`config.mk`:
```
export PLATFORM = sky130hd
export DESIGN_NAME = difftest_trap_arbiter
export DESIGN_NICKNAME = d
export VERILOG_FILES = /design/src/rtl/difftest_trap_pkg.sv /design/src/rtl/trap_event_slot.sv /design/src/rtl/difftest_trap_arbiter.sv
export SDC_FILE = /design/constraint.sdc
export NUM_CORES = 1
export LEC_CHECK = 0
export ABC_AREA = 1
export CAP_MARGIN = 20
export CORE_ASPECT_RATIO = 0.6
export CORE_MARGIN = 10
export CORE_UTILIZATION = 25
export CTS_CLUSTER_SIZE = 14
export DETAILED_ROUTE_END_ITERATION = 8
export PLACE_DENSITY = 0.55
export RECOVER_POWER = 50
export SYNTH_ARGS = -nofsm -noshare
export SYNTH_HDL_FRONTEND = slang
export SYNTH_SLANG_ARGS = --single-unit
```
`constraint.sdc`:
```
create_clock -name clock -period 5.2 [get_ports clock]
set_input_delay 1.04 -clock clock [delete_from_list [all_inputs] [get_ports clock]]
set_output_delay 1.04 -clock clock [all_outputs]
set_load 0.02 [all_outputs]
```
`src/rtl/difftest_trap_pkg.sv`:
```
// rtl/difftest_trap_pkg.sv - shared event type and defaults for the difftest trap arbiter
package difftest_trap_pkg;

  localparam logic [2:0] DEFAULT_TIMEOUT_CODE = 3'd6;

  typedef struct packed {
    logic        hasTrap;
    logic        hasWFI;
    logic [2:0]  code;
    logic [63:0] pc;
    logic [63:0] cycleCnt;
    logic [63:0] instrCnt;
  } trap_evt_t;

  // Synthetic trap reported when a core stops making progress.
  function automatic trap_evt_t timeout_evt(input logic [2:0] code);
    trap_evt_t e;
    e          = '0;
    e.hasTrap  = 1'b1;
    e.code     = code;
    return e;
  endfunction

endpackage

```
`src/rtl/trap_event_slot.sv`:
```
// rtl/trap_event_slot.sv - one-entry per-core event buffer with halt flag and watchdog
module trap_event_slot
  import difftest_trap_pkg::*;
#(
  parameter int         TIMEOUT_CYCLES = 0,
  parameter logic [2:0] TIMEOUT_CODE   = DEFAULT_TIMEOUT_CODE
) (
  input  logic      clock,
  input  logic      reset,
  input  logic      valid,
  input  trap_evt_t evt_in,
  output logic      ready,
  output logic      full,
  output trap_evt_t evt,
  input  logic      grant,
  input  logic      grant_with_trap,
  output logic      halted,
  output logic      drop
);

  localparam bit WDOG_EN  = (TIMEOUT_CYCLES > 0);
  localparam int IDLE_MAX = WDOG_EN ? TIMEOUT_CYCLES - 1 : 0;
  localparam int IDLE_W   = (IDLE_MAX > 0) ? $clog2(IDLE_MAX + 1) : 1;

  logic [IDLE_W-1:0] idle;
  logic              accept;
  logic              at_limit;
  logic              inject;

  // Halted cores keep ready high so their stray events are swallowed.
  assign ready    = !full || halted;
  assign accept   = valid && !full && !halted;
  assign drop     = valid && full && !halted;
  assign at_limit = WDOG_EN && (idle == IDLE_W'(IDLE_MAX));
  assign inject   = at_limit && !full && !halted && !accept;

  always_ff @(posedge clock) begin
    if (reset) begin
      full   <= 1'b0;
      evt    <= '0;
      halted <= 1'b0;
      idle   <= '0;
    end else begin
      if (accept) begin
        full <= 1'b1;
        evt  <= evt_in;
      end else if (inject) begin
        full <= 1'b1;
        evt  <= timeout_evt(TIMEOUT_CODE);
      end else if (grant) begin
        full <= 1'b0;
      end

      halted <= halted || grant_with_trap;

      // At the limit with a full slot the counter parks until the slot drains.
      if (!WDOG_EN || accept || inject) begin
        idle <= '0;
      end else if (!halted && !at_limit) begin
        idle <= idle + IDLE_W'(1);
      end
    end
  end

endmodule

```
`src/rtl/difftest_trap_arbiter.sv`:
```
// rtl/difftest_trap_arbiter.sv - round-robin merge of per-core trap events onto one report port
module difftest_trap_arbiter
  import difftest_trap_pkg::*;
#(
  parameter int         NUM_CORES      = 2,
  parameter int         TIMEOUT_CYCLES = 0,
  parameter logic [2:0] TIMEOUT_CODE   = DEFAULT_TIMEOUT_CODE,
  parameter int         DROP_CNT_W     = 16
) (
  input  logic                    clock,
  input  logic                    reset,
  input  logic [NUM_CORES-1:0]    in_valid,
  output logic [NUM_CORES-1:0]    in_ready,
  input  logic [NUM_CORES-1:0]    in_hasTrap,
  input  logic [NUM_CORES-1:0]    in_hasWFI,
  input  logic [3*NUM_CORES-1:0]  in_code,
  input  logic [64*NUM_CORES-1:0] in_pc,
  input  logic [64*NUM_CORES-1:0] in_cycleCnt,
  input  logic [64*NUM_CORES-1:0] in_instrCnt,
  output logic                    out_enable,
  output logic                    out_hasTrap,
  output logic                    out_hasWFI,
  output logic [2:0]              out_code,
  output logic [63:0]             out_pc,
  output logic [63:0]             out_cycleCnt,
  output logic [63:0]             out_instrCnt,
  output logic [7:0]              out_coreid,
  output logic [NUM_CORES-1:0]    core_halted,
  output logic                    all_halted,
  output logic [DROP_CNT_W-1:0]   drop_cnt
);

  localparam int               PTR_W    = (NUM_CORES > 1) ? $clog2(NUM_CORES) : 1;
  localparam logic [PTR_W:0]   NC_EXT   = (PTR_W + 1)'(NUM_CORES);
  localparam logic [PTR_W-1:0] LAST_IDX = PTR_W'(NUM_CORES - 1);

  logic [NUM_CORES-1:0]  slot_full;
  logic [NUM_CORES-1:0]  grant_vec;
  logic [NUM_CORES-1:0]  drop_vec;
  trap_evt_t             slot_evt [NUM_CORES];
  logic [PTR_W-1:0]      rr_ptr;
  logic [PTR_W-1:0]      grant_idx;
  logic                  grant_any;
  logic [3:0]            drop_num;
  logic [DROP_CNT_W+3:0] drop_sum;

  for (genvar i = 0; i < NUM_CORES; i++) begin : g_slot
    trap_evt_t evt_in;

    assign evt_in = {in_hasTrap[i], in_hasWFI[i], in_code[3*i +: 3], in_pc[64*i +: 64],
                     in_cycleCnt[64*i +: 64], in_instrCnt[64*i +: 64]};
    assign grant_vec[i] = grant_any && (grant_idx == PTR_W'(i));

    trap_event_slot #(
      .TIMEOUT_CYCLES (TIMEOUT_CYCLES),
      .TIMEOUT_CODE   (TIMEOUT_CODE)
    ) u_slot (
      .clock           (clock),
      .reset           (reset),
      .valid           (in_valid[i]),
      .evt_in          (evt_in),
      .ready           (in_ready[i]),
      .full            (slot_full[i]),
      .evt             (slot_evt[i]),
      .grant           (grant_vec[i]),
      .grant_with_trap (grant_vec[i] && slot_evt[i].hasTrap),
      .halted          (core_halted[i]),
      .drop            (drop_vec[i])
    );
  end

  assign all_halted = &core_halted;

  // First full slot at or after rr_ptr, wrapping at NUM_CORES.
  always_comb begin
    logic [PTR_W:0] cand;
    grant_any = 1'b0;
    grant_idx = '0;
    cand      = '0;
    for (int k = 0; k < NUM_CORES; k++) begin
      cand = {1'b0, rr_ptr} + (PTR_W + 1)'(k);
      if (cand >= NC_EXT) begin
        cand = cand - NC_EXT;
      end
      if (!grant_any && slot_full[cand[PTR_W-1:0]]) begin
        grant_any = 1'b1;
        grant_idx = cand[PTR_W-1:0];
      end
    end
  end

  always_comb begin
    drop_num = '0;
    for (int i = 0; i < NUM_CORES; i++) begin
      drop_num = drop_num + 4'(drop_vec[i]);
    end
  end

  assign drop_sum = {4'b0000, drop_cnt} + {{DROP_CNT_W{1'b0}}, drop_num};

  always_ff @(posedge clock) begin
    if (reset) begin
      rr_ptr       <= '0;
      out_enable   <= 1'b0;
      out_hasTrap  <= 1'b0;
      out_hasWFI   <= 1'b0;
      out_code     <= '0;
      out_pc       <= '0;
      out_cycleCnt <= '0;
      out_instrCnt <= '0;
      out_coreid   <= '0;
      drop_cnt     <= '0;
    end else begin
      out_enable <= grant_any;
      if (grant_any) begin
        rr_ptr       <= (grant_idx == LAST_IDX) ? '0 : grant_idx + PTR_W'(1);
        out_hasTrap  <= slot_evt[grant_idx].hasTrap;
        out_hasWFI   <= slot_evt[grant_idx].hasWFI;
        out_code     <= slot_evt[grant_idx].code;
        out_pc       <= slot_evt[grant_idx].pc;
        out_cycleCnt <= slot_evt[grant_idx].cycleCnt;
        out_instrCnt <= slot_evt[grant_idx].instrCnt;
        out_coreid   <= 8'(grant_idx);
      end
      // Overflow into the top four bits means the counter has saturated.
      if (drop_sum[DROP_CNT_W+3:DROP_CNT_W] != 4'b0000) begin
        drop_cnt <= '1;
      end else begin
        drop_cnt <= drop_sum[DROP_CNT_W-1:0];
      end
    end
  end

endmodule

```
==> reports/qor.csv <==
metric,value,unit
Starting Density,0.253,
Final Max Tran Viols,0,
ys flop type,dfxtp_1,
die area,109000,um2
initial antenna violation count,6,
Synth warnings,0,
antenna-violating nets left,0,
Max VDD drop,0.000195,V
ys async rst share,0,
Row Count,87,
Residual DRC,0,
router iterations before antenna repair,8,
share of cells above drive strength 1,0.0326,
number of global-route vias before repair,20500,
Worst Hold Class,reg -> reg,
CTS tree,yes,
first-pass GRT wire length,130000,um
Final Cell Area,33000,um2
CTS Buf Count,60,
DR iter-0 viols,1423,
Post-Place Cell Area,31000,um2
max frequency,0.255,GHz
LEAKAGE,13.4,nW
kind of critical path,in -> reg,
Critical Path RT,5.73,ns
PwrDens,347,nW/um2
core footprint,94500,um2
Port Buffers,617,
"most common cell after layout, fill and taps aside",nand2_1,
startpoint types,primary input,
CTS resizes,0,
NumNets Final,4035,
die height,260,um
final critical-path required period,3.92,ns
CTS root buf,clkbuf_16,
H-tree levels,2,
Fin. Hold Viols,0,
wire per inst,17.4,um
worst skew pair latency,0.63,ns
routed wire length,85800,um
setup TNS,0,ns
synthesized cell area,23900,um2
hpwl dp,59400,um
GRT Total Usage,0.150,
GPL Wtd Cong,0.780,
number of distinct library cells after synthesis,26,
die span in x,420,um
largest net degree at the start of global routing,205,
Layout Skew,0.0186,ns
sequential-to-total area share from yosys stat,0.513,
CTS Hold Buffers Added,0,
Synth Instances,3149,
status,completed,
most frequent cells in the layout,"nand2_1 (620), clkdlybuf4s50_1 (616), dfxtp_1 (614)",
fin crit share,0.753,
Via Count,21400,
Slew @ Worst Pin,1.41,ns
crit path DAT,4.44,ns
Top Ports,625,
Hold Slack,0.442,ns
# Post-CTS Setup Buffers,0,
RSZ-0062 raised after global routing,false,
"EDFF count, synth",0,
Max Fanout on Critical Path,110,
gr ovfl total,0,
Syn Area/Cell,7.60,um2
#FFs+latches synth,614,
final setup violation count,0,
worst relative slew slack,0.0582,
Area Growth Syn to Fin,37.8,%
number of max-cap violations,0,
crit path capture type,flip-flop,
CTS max path bufs,3,
CTS sink count,614,
Worst-path clk slew,0.06,ns
vias per cell,4.33,
[metrics by stage]
| step | worst slack, ns | instances | power [mW] | util |
|---|---|---|---|---|
| final | 1.28 | 4936 | 11.5 | 0.349 |
| after global routing | 1.01 | 4934 | 12.1 | 0.349 |
| after CTS | 1.94 | 4932 | 11.7 | 0.350 |
| after detailed placement | 1.26 | 4819 | 6.99 | 0.328 |
| after global placement | 1.32 | 4819 | 6.97 | 0.328 |
| after floorplan | 2.47 | 3155 | 6.22 | - |
[per-layer routing]
layer | up-vias | global-route usage | wire (um)
li1 | 10900 | - | -
met1 | 9911 | 0.201 | 39700
met2 | 402 | 0.244 | 39800
met3 | 94 | 0.0400 | 5130
met4 | 4 | 0.0250 | 1150
met5 | - | 0 | 26
[power breakdown]
group / leakage, nW / switching, mW / internal (mW)
clock network: 1.01 / 1.95 / 2.65
logic: 7.34 / 0.939 / 0.707
registers: 5.06 / 0.147 / 5.07
[flip-flops by register name, summed over array words and instances (netlist names)]
name                  count
out_hasWFI                1
g_slot.u_slot.evt       394
out_coreid                1
g_slot.u_slot.full        2
out_enable                1
out_pc                   64
out_code                  3
out_hasTrap               1
out_cycleCnt             64
out_instrCnt             64
rr_ptr                    1
drop_cnt                 16
g_slot.u_slot.halted      2
[critical path, cell delays in order]
cell and delay (ns):
dlygate4sd3_1 0.54, clkbuf_1 0.43, inv_8 0.68, clkbuf_2 1.16, o21ai_0 0.27, a21oi_1 0.23
[cell usage after synthesis, types with 2 or more instances]
library cell	n	area share
nand2_1	621	0.097
dfxtp_1	614	0.51
inv_1	609	0.095
a21oi_1	414	0.087
o21ai_0	407	0.085
o211ai_1	191	0.060
clkbuf_1	96	0.015
buf_2	95	0.020
buf_4	34	0.011
nand3_1	20	0.0042
nor2_1	15	0.0024
buf_1	5	0.00078
nand4_1	5	0.0013
inv_2	4	0.00063
xnor2_1	3	0.0011
a31oi_1	2	0.00052
buf_6	2	0.00094
nand3_2	2	0.00084
nand3b_1	2	0.00063
xor2_1	2	0.00073
[cell type report]
type | count | area (um2)
Multi-Input combinational cell | 1696 | 8270
Fill cell | 9916 | 61500
Tap cell | 1246 | 1560
Clock inverter | 18 | 233
Sequential cell | 614 | 12300
Timing Repair Buffer | 650 | 6490
Antenna cell | 4 | 10.0
Inverter | 613 | 2310
Clock buffer | 95 | 1820
[kinds of logic (layout without fill, tap and decap cells)]
group | count (synthesis) | count (layout) | share of synthesized area
adders and majority gates | 2 | 2 | 0.00136
AOI/OAI and AO/OA | 1015 | 1015 | 0.232
xor gates and xnor gates | 5 | 5 | 0.00183
other | 1 | 11 | 0.000157
DFF | 614 | 614 | 0.513
and+or+nand+nor | 667 | 667 | 0.107
buffers and inverters | 845 | 1376 | 0.143
[path summary, 6_finish.rpt]
check                                  from                        end  slack, ns  depth (start not counted)
setup / recovery                      reset   g_slot[1].u_slot.evt[14]       1.28                          6
setup reg to reg      g_slot[1].u_slot.full               drop_cnt[14]       2.24                         10
hold / removal    g_slot[1].u_slot.evt[195]  g_slot[1].u_slot.evt[195]       0.44                          2
hold reg to reg   g_slot[1].u_slot.evt[195]  g_slot[1].u_slot.evt[195]       0.44                          2
(Power assumes the default switching activity.)
